==> config.mk <==
export PLATFORM = sky130hd
export DESIGN_NAME = instr_fetch_unit
export DESIGN_NICKNAME = d
export VERILOG_FILES = /design/src/rtl/instr_fetch_unit.sv
export SDC_FILE = /design/constraint.sdc
export NUM_CORES = 1
export LEC_CHECK = 0
export ABC_AREA = 1
export CAP_MARGIN = 20
export CORE_ASPECT_RATIO = 1.5
export CORE_MARGIN = 4
export CORE_UTILIZATION = 45
export DETAILED_ROUTE_END_ITERATION = 12
export GPL_TIMING_DRIVEN = 0
export PLACE_DENSITY_LB_ADDON = 0.05
export SYNTH_ARGS = -nofsm -noshare
export SYNTH_HDL_FRONTEND = slang
export SYNTH_SLANG_ARGS = --single-unit
==> constraint.sdc <==
create_clock -name clk -period 4.9 [get_ports clk]
set_input_delay 0.735 -clock clk [delete_from_list [all_inputs] [get_ports clk]]
set_output_delay 0.735 -clock clk [all_outputs]
set_load 0.05 [all_outputs]
==> src/rtl/instr_fetch_unit.sv <==
// Fetch stage: requests instruction words over req/ack, holds them in the IR for the CU,
// and picks the next PC from the CU's Jump/Branch decision when the instruction is consumed.
module instr_fetch_unit #(
    parameter int unsigned       ADDR_W   = 8,
    parameter logic [ADDR_W-1:0] RESET_PC = '0
) (
    input  logic              clk,
    input  logic              reset,
    output logic              Imem_Req,
    output logic [ADDR_W-1:0] Imem_Addr,
    input  logic              Imem_Ack,
    input  logic [31:0]       Imem_Rdata,
    output logic [31:0]       Instr,
    output logic [3:0]        Opcode,
    output logic              Instr_Valid,
    input  logic              Instr_Ready,
    input  logic              Jump,
    input  logic              Branch,
    input  logic              Branch_Taken,
    output logic [ADDR_W-1:0] PC,
    output logic [31:0]       Instr_Count
);

    typedef enum logic [1:0] {StIdle, StFetch, StIssue} stateE;

    stateE             state;
    logic [ADDR_W-1:0] pcQ;
    logic [31:0]       irQ;
    logic              reqQ;
    logic              validQ;
    logic [31:0]       countQ;

    logic [ADDR_W-1:0] branchOff;
    logic [ADDR_W-1:0] seqPc;
    logic [ADDR_W-1:0] nextPc;

    // The 16-bit offset is sign-extended to the PC width (or simply truncated if narrower).
    if (ADDR_W <= 16) begin : gOffNarrow
        assign branchOff = irQ[ADDR_W-1:0];
    end else begin : gOffWide
        assign branchOff = {{(ADDR_W - 16){irQ[15]}}, irQ[15:0]};
    end

    always_comb begin
        seqPc  = pcQ + ADDR_W'(1);
        nextPc = seqPc;
        if (Jump) begin
            nextPc = irQ[ADDR_W-1:0];
        end else if (Branch && Branch_Taken) begin
            nextPc = seqPc + branchOff;
        end
    end

    always_ff @(posedge clk) begin
        if (reset) begin
            state  <= StIdle;
            pcQ    <= RESET_PC;
            irQ    <= '0;
            reqQ   <= 1'b0;
            validQ <= 1'b0;
            countQ <= '0;
        end else begin
            case (state)
                StIdle: begin
                    state <= StFetch;
                    reqQ  <= 1'b1;
                end
                StFetch: begin
                    if (Imem_Ack) begin
                        irQ    <= Imem_Rdata;
                        reqQ   <= 1'b0;
                        validQ <= 1'b1;
                        state  <= StIssue;
                    end
                end
                StIssue: begin
                    if (Instr_Ready) begin
                        pcQ    <= nextPc;
                        countQ <= countQ + 32'd1;
                        validQ <= 1'b0;
                        reqQ   <= 1'b1;
                        state  <= StFetch;
                    end
                end
                default: begin
                    state  <= StIdle;
                    reqQ   <= 1'b0;
                    validQ <= 1'b0;
                end
            endcase
        end
    end

    assign Imem_Req    = reqQ;
    assign Imem_Addr   = pcQ;
    assign Instr       = irQ;
    assign Opcode      = irQ[31:28];
    assign Instr_Valid = validQ;
    assign PC          = pcQ;
    assign Instr_Count = countQ;

endmodule

# ---- Yosys cells after proc, flatten, opt, wreduce, memory -nomap -nowiden
# Index checks and enable logic that the tools add are counted.
dict set report totals {
  regBits 76
  inputBits 39
  output_inout_bits 86
  word_cells 31
}
dict set report classes {
  n_addsub 3
  n_eq_ne 4
  muxes 11
  n_bitwise 1
  reduce_logical 6
}
# cell n
set op_table {}
lappend op_table {{$add A32 B1 Y32 const B} 1}
lappend op_table {{$mux W8} 2}
lappend op_table {{$add A8 B1 Y8 const B} 1}
lappend op_table {{$add A8 B8 Y8} 1}
lappend op_table {{$pmux W1 S3} 2}
lappend op_table {{$pmux W2 S3} 1}
lappend op_table {{$reduce_and A2 Y1} 3}
lappend op_table {{$mux W1} 4}
lappend op_table {{$mux W2} 2}
lappend op_table {{$ne A2 B2 Y1 const B} 2}
lappend op_table {{$reduce_and A3 Y1} 1}
lappend op_table {{$eq A2 B1 Y1 const B} 1}
lappend op_table {{$eq A2 B2 Y1 const B} 1}
lappend op_table {{$logic_not A2 Y1} 1}
lappend op_table {{$logic_and A1 B1 Y1} 1}
lappend op_table {{$not A1 Y1} 1}

# ---- Longest topological paths before layout
# Gate-level depths: netlist (run 1).
dict set report logic_depth {
  word_depth 4
  ltp_mapped 19
  mapped_depth_nobuf 19
}

# ---- Least setup slack after synthesis (run 1)
# No wires, ideal clock.
dict set report synth_path {
  path_kind {flip-flop to flip-flop}
  startpoint {register pcQ[0] (netlist: Imem_Addr[0])}
  endpoint {register pcQ[7] (netlist: Imem_Addr[7])}
  setup_ns 0.134
  t_arrival_ns 2.355
  required_ns 4.766
  setup_slack_ns 2.411
  path_stages_with_launch 19
  n_path_buf 0
  period_less_slack_ns 2.489
  cell_sequence {dfxtp_1 > ha_1 > nand2_1 > nor2_1 > nand2_1 > xor2_1 > inv_1 > ha_1 > nand2_1 > inv_1 > nand2_1 > nand2_1 > inv_1 > nand2_1 > nand3_1 > nand3_1 > nand2_1 > nand2_1 > a21oi_1}
}
dict set report synth_via {
  elab_chain_len 4
}
# element line_no
set synth_rtl {}
lappend synth_rtl {{start: declaration} 27} ;# logic [ADDR_W-1:0] pcQ;
lappend synth_rtl {{start signal: assignment} 78} ;# pcQ <= nextPc;
lappend synth_rtl {{$add A8 B1 Y8 (*)} 45} ;# seqPc = pcQ + ADDR_W'(1);
lappend synth_rtl {{$add A8 B8 Y8} 50} ;# nextPc = seqPc + branchOff;
lappend synth_rtl {{$mux W8 (*)} 49} ;# end else if (Branch && Branch_Taken) begin
lappend synth_rtl {{$mux W8 (*)} 47} ;# if (Jump) begin
# Every way passes the cells marked *; elsewhere a longest branch is shown, timed or not.
# A chain may end at the register's enable or synchronous reset.

# ---- Worst setup path after layout (run 1)
# Ends and elaborated chain as after synthesis.

==> impl_results.md, run 1 <==
* Outcome: finished, final reports clean
* CTS Hold Bufs at 0
* Slew Limit Fails at 0
* DRT Pass-1 Iters at 4
* CTS resizes at 0
* Synthesis-stage register bit count at between 70 and 80
* Synth warnings at 0
* Syn Nets at approximately 620
* Htree depth at 3
* Setup Buffers After CTS at 0
* Prevailing post-synth register cell: dfxtp_1
* Synth Cell Area at slightly below 0.004 mm²
* Cells on Worst Hold Path at 2
* Setup TNS at 0 ns
* Leak at 2.29 nW
* Site Rows at 41
* Initial Utilization at 0.467
* Drt via density at about 5.2
* CP Data Arrival Time at 2.68 ns
* FF-to-FF Start: Imem_Addr[0]
* Slew headroom at 0.589
* Reg2reg setup slack at roughly 2.4 ns
* Cts bufs inserted at 9
* Post-layout nets at ~760
* Sequential area share after synthesis at 0.378
* Hold EP: Instr_Count[28]
* Cell Chain, Critical Path: ha_1 -> nand2_1 -> nor2_1 -> nand2_1 -> xor2_1 -> inv_1 -> ha_1 -> nand2_1 -> inv_1 -> nand2_1 -> nand2_1 -> inv_1 -> nand2_1 -> nand3_1 -> nand3_1 -> nand2_1 -> nand2_1 -> a21oi_1
* EDFF count, synth at 0
* Clock period minus worst slack at about 2.5 ns
* Reg2reg path depth at 18
* Drt total wl at approximately 12 mm
* Syn Area/Cell at slightly below 7 µm²
* Fmax at roughly 400 MHz
* Share of cells above drive strength 1 at 0.0817
* Power Density at around 280 mW/mm²
* First-pass GRT wire length at around 19 mm
* Antenna fix cells at 0
* Initial DRC Count at approximately 220
* Post-Synthesis Cells at ~570
* Sink Count at 75
* Worst Path Required at slightly above 5 ns
* Die H at 123 µm
* Maxcap violations at 0
* Max incr delay on CP at 0.47 ns
* Initial antenna violation count at 0
* CTS max path bufs at 2
* Root buf cell: clkbuf_16
* Post-synthesis cell type count at 40
* Total number of vias at between 4000 and 5000
* Die width at ~85 µm
* Core ar. at about 0.0085 mm²
* Hold Path Class: reg -> reg
* Fin. Hold Viols at 0
* Max stage delay cell, worst path: dfxtp_1
* Io pins at approximately 130
* CP endpoint kind: flop
* Worst Setup Start Kind: flop
* Clk Latency, worst-skew pair at ~0.33 ns
* Share of flip-flops with an asynchronous set or reset at 0
* Most used cell, CP: nand2_1
* DP HPWL at roughly 9.5 mm
* Most common cell after layout, fill and taps aside: clkdlybuf4s50_1
* Slew at the pin with the worst max-slew slack at 0.617 ns
* Worst-path fanout max at 7
* Crit path kind: reg -> reg
* GRT Resource Usage Total at 0.228
* Number of global-route vias before repair at roughly 4000
* Gr ovfl total at 0
* HP Start: Instr_Count[28]
* Pin count of the biggest net entering global routing at 14
* DRC at 0
* Clk pin slew, worst setup/hold paths at approximately 0.060 ns
* DIE AREA at 0.0104 mm²
* R2r endpoint: Imem_Addr[7]
* Wire per inst at ~15 µm
* # setup viols final at 0
* Area Overhead vs Synth at 41.7%
* Antenna-violating nets left at 0
* GPL Wtd Cong at roughly 0.88
* Final worst-path cycle share at 0.509
* IO Port Bufs at 123
* Maximum VDD drop at between 0.00015 and 0.0002 V
* RSZ-0062 raised after global routing: no
* Max Clock Skew at approximately 0.009 ns
* Total power at roughly 1.6 mW
* Most frequent cells in the layout: clkdlybuf4s50_1 (123), nor2_1 (106), nand2_1 (103), dfxtp_1 (75), o21ai_0 (53)
* CTS tree: yes
cell type report:
class,instances,area [µm²]
fillers,793,2880
repair buffers,123,1230
multi-input cells,416,2120
clock buffers,10,229
clock inverters,6,65.1
inverters,51,191
well taps,107,134
flip-flops and latches,75,1500
plain buffers,29,163
registers in the layout (all words and copies together) (netlist names):
signal       cells
Instr           32
Imem_Addr        8
Instr_Count     32
state            2
Instr_Valid      1
worst max-delay path by stage:
stage                     cells past startpoint  slack, ns               to    startpoint
final                                        18       2.40     Imem_Addr[7]  Imem_Addr[0]
after floorplan                              18       2.41     Imem_Addr[7]  Imem_Addr[0]
after CTS                                     2       2.38            PC[5]  Imem_Addr[5]
after global routing                         19       2.22     Imem_Addr[7]  Imem_Addr[0]
after detailed placement                      9       2.30  Instr_Count[21]   Instr_Ready
after global placement                        9       2.34  Instr_Count[21]   Instr_Ready
through the flow:
stage                      util  setup slack, ns  hold WS, ns  instance area [µm²]  instances
final                     0.662             2.40        0.508                 5630        817
after global routing      0.662             2.22        0.533                 5630        817
after CTS                 0.662             2.38        0.512                 5630        817
after detailed placement  0.627             2.30        0.495                 5340        801
after global placement    0.627             2.34        0.493                 5340        801
after floorplan               -             2.41        0.469                 3980        571
power by group:
part	total [mW]	internal [mW]	leakage [nW]	switching, mW
logic	0.263	0.0979	1.54	0.165
registers	0.652	0.633	0.610	0.0187
clock network	0.654	0.395	0.143	0.259
total	1.57	1.13	2.29	0.443
logic make-up (layout without fill, tap and decap cells):
group                      Yosys count  after routing  synth area share
and+or+nand+nor                    286            286             0.329
DFF                                 75             75             0.378
xor gates and xnor gates            11             11            0.0242
AOI/OAI and AO/OA                  108            108             0.144
buffers and inverters               80            219            0.0891
adders and majority gates           11             11            0.0365
routing by layer:
metal | share of wire | GRT usage
met2 | 0.52 | 0.410
met1 | 0.39 | 0.249
met4 | 0.034 | 0.116
met5 | 0 | 0
met3 | 0.055 | 0.0527
synthesized netlist by cell type, types with 4 or more instances:
cell	number	share of area
nand3b_1	4	0.0076
inv_1	47	0.044
nor2_2	6	0.0094
o21ai_0	53	0.067
xor2_1	9	0.020
nand2_1	103	0.097
dfxtp_1	75	0.38
nor2_1	106	0.10
nor2_4	5	0.014
nand4_1	6	0.0094
a21oi_1	41	0.052
ha_1	10	0.031
clkbuf_1	15	0.014
nand3_1	26	0.033
buf_4	12	0.023
nor3_2	4	0.010
o211ai_1	4	0.0076
nor3_1	12	0.015
worst max-delay path: cells and delay by family (launching register included):
kind                       cells  cell delay (ns)
AOI/OAI and AO/OA              1             0.05
xor gates and xnor gates       1             0.18
DFF                            1             0.47
buffers and inverters          3             0.15
adders and majority gates      2             0.57
and+or+nand+nor               11             0.92
Note: power is estimated with default switching activity, not from simulation.
==> inputs of run 2 (changes only) <==
clock period = 2.5 ns   (was 4.9 ns; I/O delays follow)
==> impl_results.md, run 2 (synthesis results as in run 1) <==
* Die H at 123 µm (unchanged)
* Drt total wl at 12.2 mm (+0.39%)
* Clk Latency, worst-skew pair at 0.33 ns (about the same)
* Worst-path fanout max at 6 (-1)
* Initial antenna violation count at 0 (unchanged)
* Slew headroom at 0.591 (+0.00181)
* Met3 Resource Use GR at 0.0527 (unchanged)
* Slew at the pin with the worst max-slew slack at 0.614 ns (-0.00272 ns)
* Area Overhead vs Synth at 42.4%
* Cells on Worst Hold Path at 2 (unchanged)
* Antenna-violating nets left at 0 (unchanged)
* Setup TNS at 0 ns (unchanged)
* GRT Resource Usage Total at 0.228 (unchanged)
* GPL Wtd Cong at 0.875 (unchanged)
* DP HPWL at 9.49 mm (unchanged)
* Tightest hold margin at 0.508 ns (-0.0000410 ns)
* Wire per inst at 14.9 µm (+0.39%)
* CTS tree: yes
* Io pins at 125 (unchanged)
* Clk pin slew, worst setup/hold paths at 0.06 ns (about the same)
* Pin count of the biggest net entering global routing at 14 (unchanged)
* Site Rows at 41 (unchanged)
* Crit. Startpoint: Imem_Addr[1]
* Leak at 2.29 nW (about the same)
* Worst Path Required at 2.69 ns (-2.40 ns)
* Fmax at 441 MHz (+10%)
* Maximum VDD drop at 0.000379 V (+97%)
* Htree depth at 3 (unchanged)
* Seq pwr share at 0.415 (about the same)
* DRT Pass-1 Iters at 5 (+1)
* Slew Limit Fails at 0 (unchanged)
* Int Power at 2.21 mW (+96%)
* Core ar. at 0.00852 mm² (unchanged)
* Most common cell after layout, fill and taps aside: clkdlybuf4s50_1
* Antenna fix cells at 0 (unchanged)
* HP Start: Instr_Count[28]
* Initial DRC Count at 202 (-9.0%)
* Sw Ratio at 0.282 (about the same)
* CTS max path bufs at 2 (unchanged)
* CP endpoint kind: flop
* DIE AREA at 0.0104 mm² (unchanged)
* Power Density at 543 mW/mm² (+95%)
* Gr ovfl total at 0 (unchanged)
* Crit path kind: reg -> reg
* Initial Utilization at 0.467 (unchanged)
* CP Data Arrival Time at 2.46 ns (-0.22 ns)
* Global route hottest layer: met2
* Max Clock Skew at 0.00818 ns (-0.000571 ns)
* Root buf cell: clkbuf_16
* Drt via density at 5.14 (-0.59%)
* Sw power at 867 µW (+96%)
* Met2 usage at 0.410 (unchanged)
* Total number of vias at 4202 (-0.59%)
* Post-layout nets at 755 (unchanged)
* Die width at 84.7 µm (unchanged)
* First-pass GRT wire length at 19.1 mm (unchanged)
* Setup Buffers After CTS at 0 (unchanged)
* Reg2reg path depth at 18 (unchanged)
* Worst Setup Start Kind: flop
* Maxcap violations at 0 (unchanged)
* FF-to-FF Start: Imem_Addr[1]
* Cts bufs inserted at 9 (unchanged)
* Global Route met1 Usage at 0.249 (unchanged)
* Final worst-path cycle share at 0.906 (+0.397)
* Sink Count at 75 (unchanged)
* IO Port Bufs at 123 (unchanged)
* Logic pwr share at 0.168 (about the same)
* RSZ-0062 raised after global routing: no
* Number of global-route vias before repair at 4055 (unchanged)
* Clock Power Share at 0.416 (about the same)
* # setup viols final at 0 (unchanged)
* Filler cell count at 791 (-0.25%)
* Outcome: finished, final reports clean
* Most frequent cells in the layout: clkdlybuf4s50_1 (123), nor2_1 (105), nand2_1 (103), dfxtp_1 (73), o21ai_0 (53)
* Share of cells above drive strength 1 at 0.0887 (+0.00704)
* Fin. Hold Viols at 0 (unchanged)
* Clock period minus worst slack at 2.27 ns (-0.230 ns)
* Hold Path Class: reg -> reg
* DRC at 0 (unchanged)
[run 2: cell count changes in the layout (fill, tap and decap cells not counted)]
cell | previous run | this run
dfxtp_1 | 75 | 73
dfxtp_2 | 0 | 1
dfxtp_4 | 0 | 1
ha_1 | 10 | 9
ha_4 | 0 | 1
nor2_1 | 106 | 105
nor2_2 | 6 | 7
xor2_1 | 9 | 8
xor2_2 | 0 | 1
[run 2: metal layers]
layer	part of all wire	vias up
li1	-	2111
met3	0.055	29
met4	0.034	0
met1	0.39	1933
met5	0	-
met2	0.52	129
[run 2: cell type report]
class                      count  area, µm²  area share
clock inverter                 6       65.1      0.0115
timing repair buffer         123       1230       0.217
clock buffer                  10        229      0.0404
inverter                      51        191      0.0338
sequential                    75       1510       0.266
multi-input combinational    416       2140       0.378
tap                          107        134      0.0236
buffer                        29        163      0.0287
[run 2: through the flow]
step | setup slack (ns) | instance area (µm²) | power, mW | instances | util
floorplan | 0.0113 | 3980 | 1.61 | 571 | -
global placement | 0.118 | 5340 | 1.81 | 801 | 0.627
detailed placement | 0.0593 | 5340 | 1.82 | 801 | 0.627
CTS | 0.0440 | 5630 | 3.09 | 817 | 0.662
global route | 0.0267 | 5660 | 3.19 | 817 | 0.665
finish | 0.234 | 5660 | 3.07 | 817 | 0.665
[run 2: path summary, 6_finish.rpt]
path,slack (ns),end
min,0.51,Instr_Count[28]
max,0.23,Imem_Addr[7]
min reg2reg,0.51,Instr_Count[28]
max reg2reg,0.23,Imem_Addr[7]
[run 2: power groups by stage]
stage	clock, mW	sequential (mW)	combinational [mW]
after floorplan	0	1.45	0.162
after global placement	0	1.30	0.512
after detailed placement	0	1.30	0.517
after CTS	1.30	1.28	0.519
after global routing	1.36	1.28	0.552
final	1.28	1.28	0.517
[run 2: repair_timing]
action                                  in CTS  in global routing
gates resized for setup                      0                  6
hold endpoints to repair                     0                  0
hold buffers                                 0                  0
endpoints found under the setup margin       0                  2
[run 2: worst max-delay path, stage by stage, from the launching register on]
cell     delay [ns]
dfxtp_2        0.38
ha_1           0.20
nand2_1        0.09
nor2_2         0.15
nand2_1        0.10
xor2_2         0.16
inv_1          0.09
ha_4           0.28
nand2_1        0.06
inv_1          0.05
nand2_1        0.05
nand2_1        0.05
inv_1          0.03
nand2_1        0.11
nand3_1        0.09
nand3_1        0.08
nand2_1        0.05
nand2_1        0.05
a21oi_1        0.05
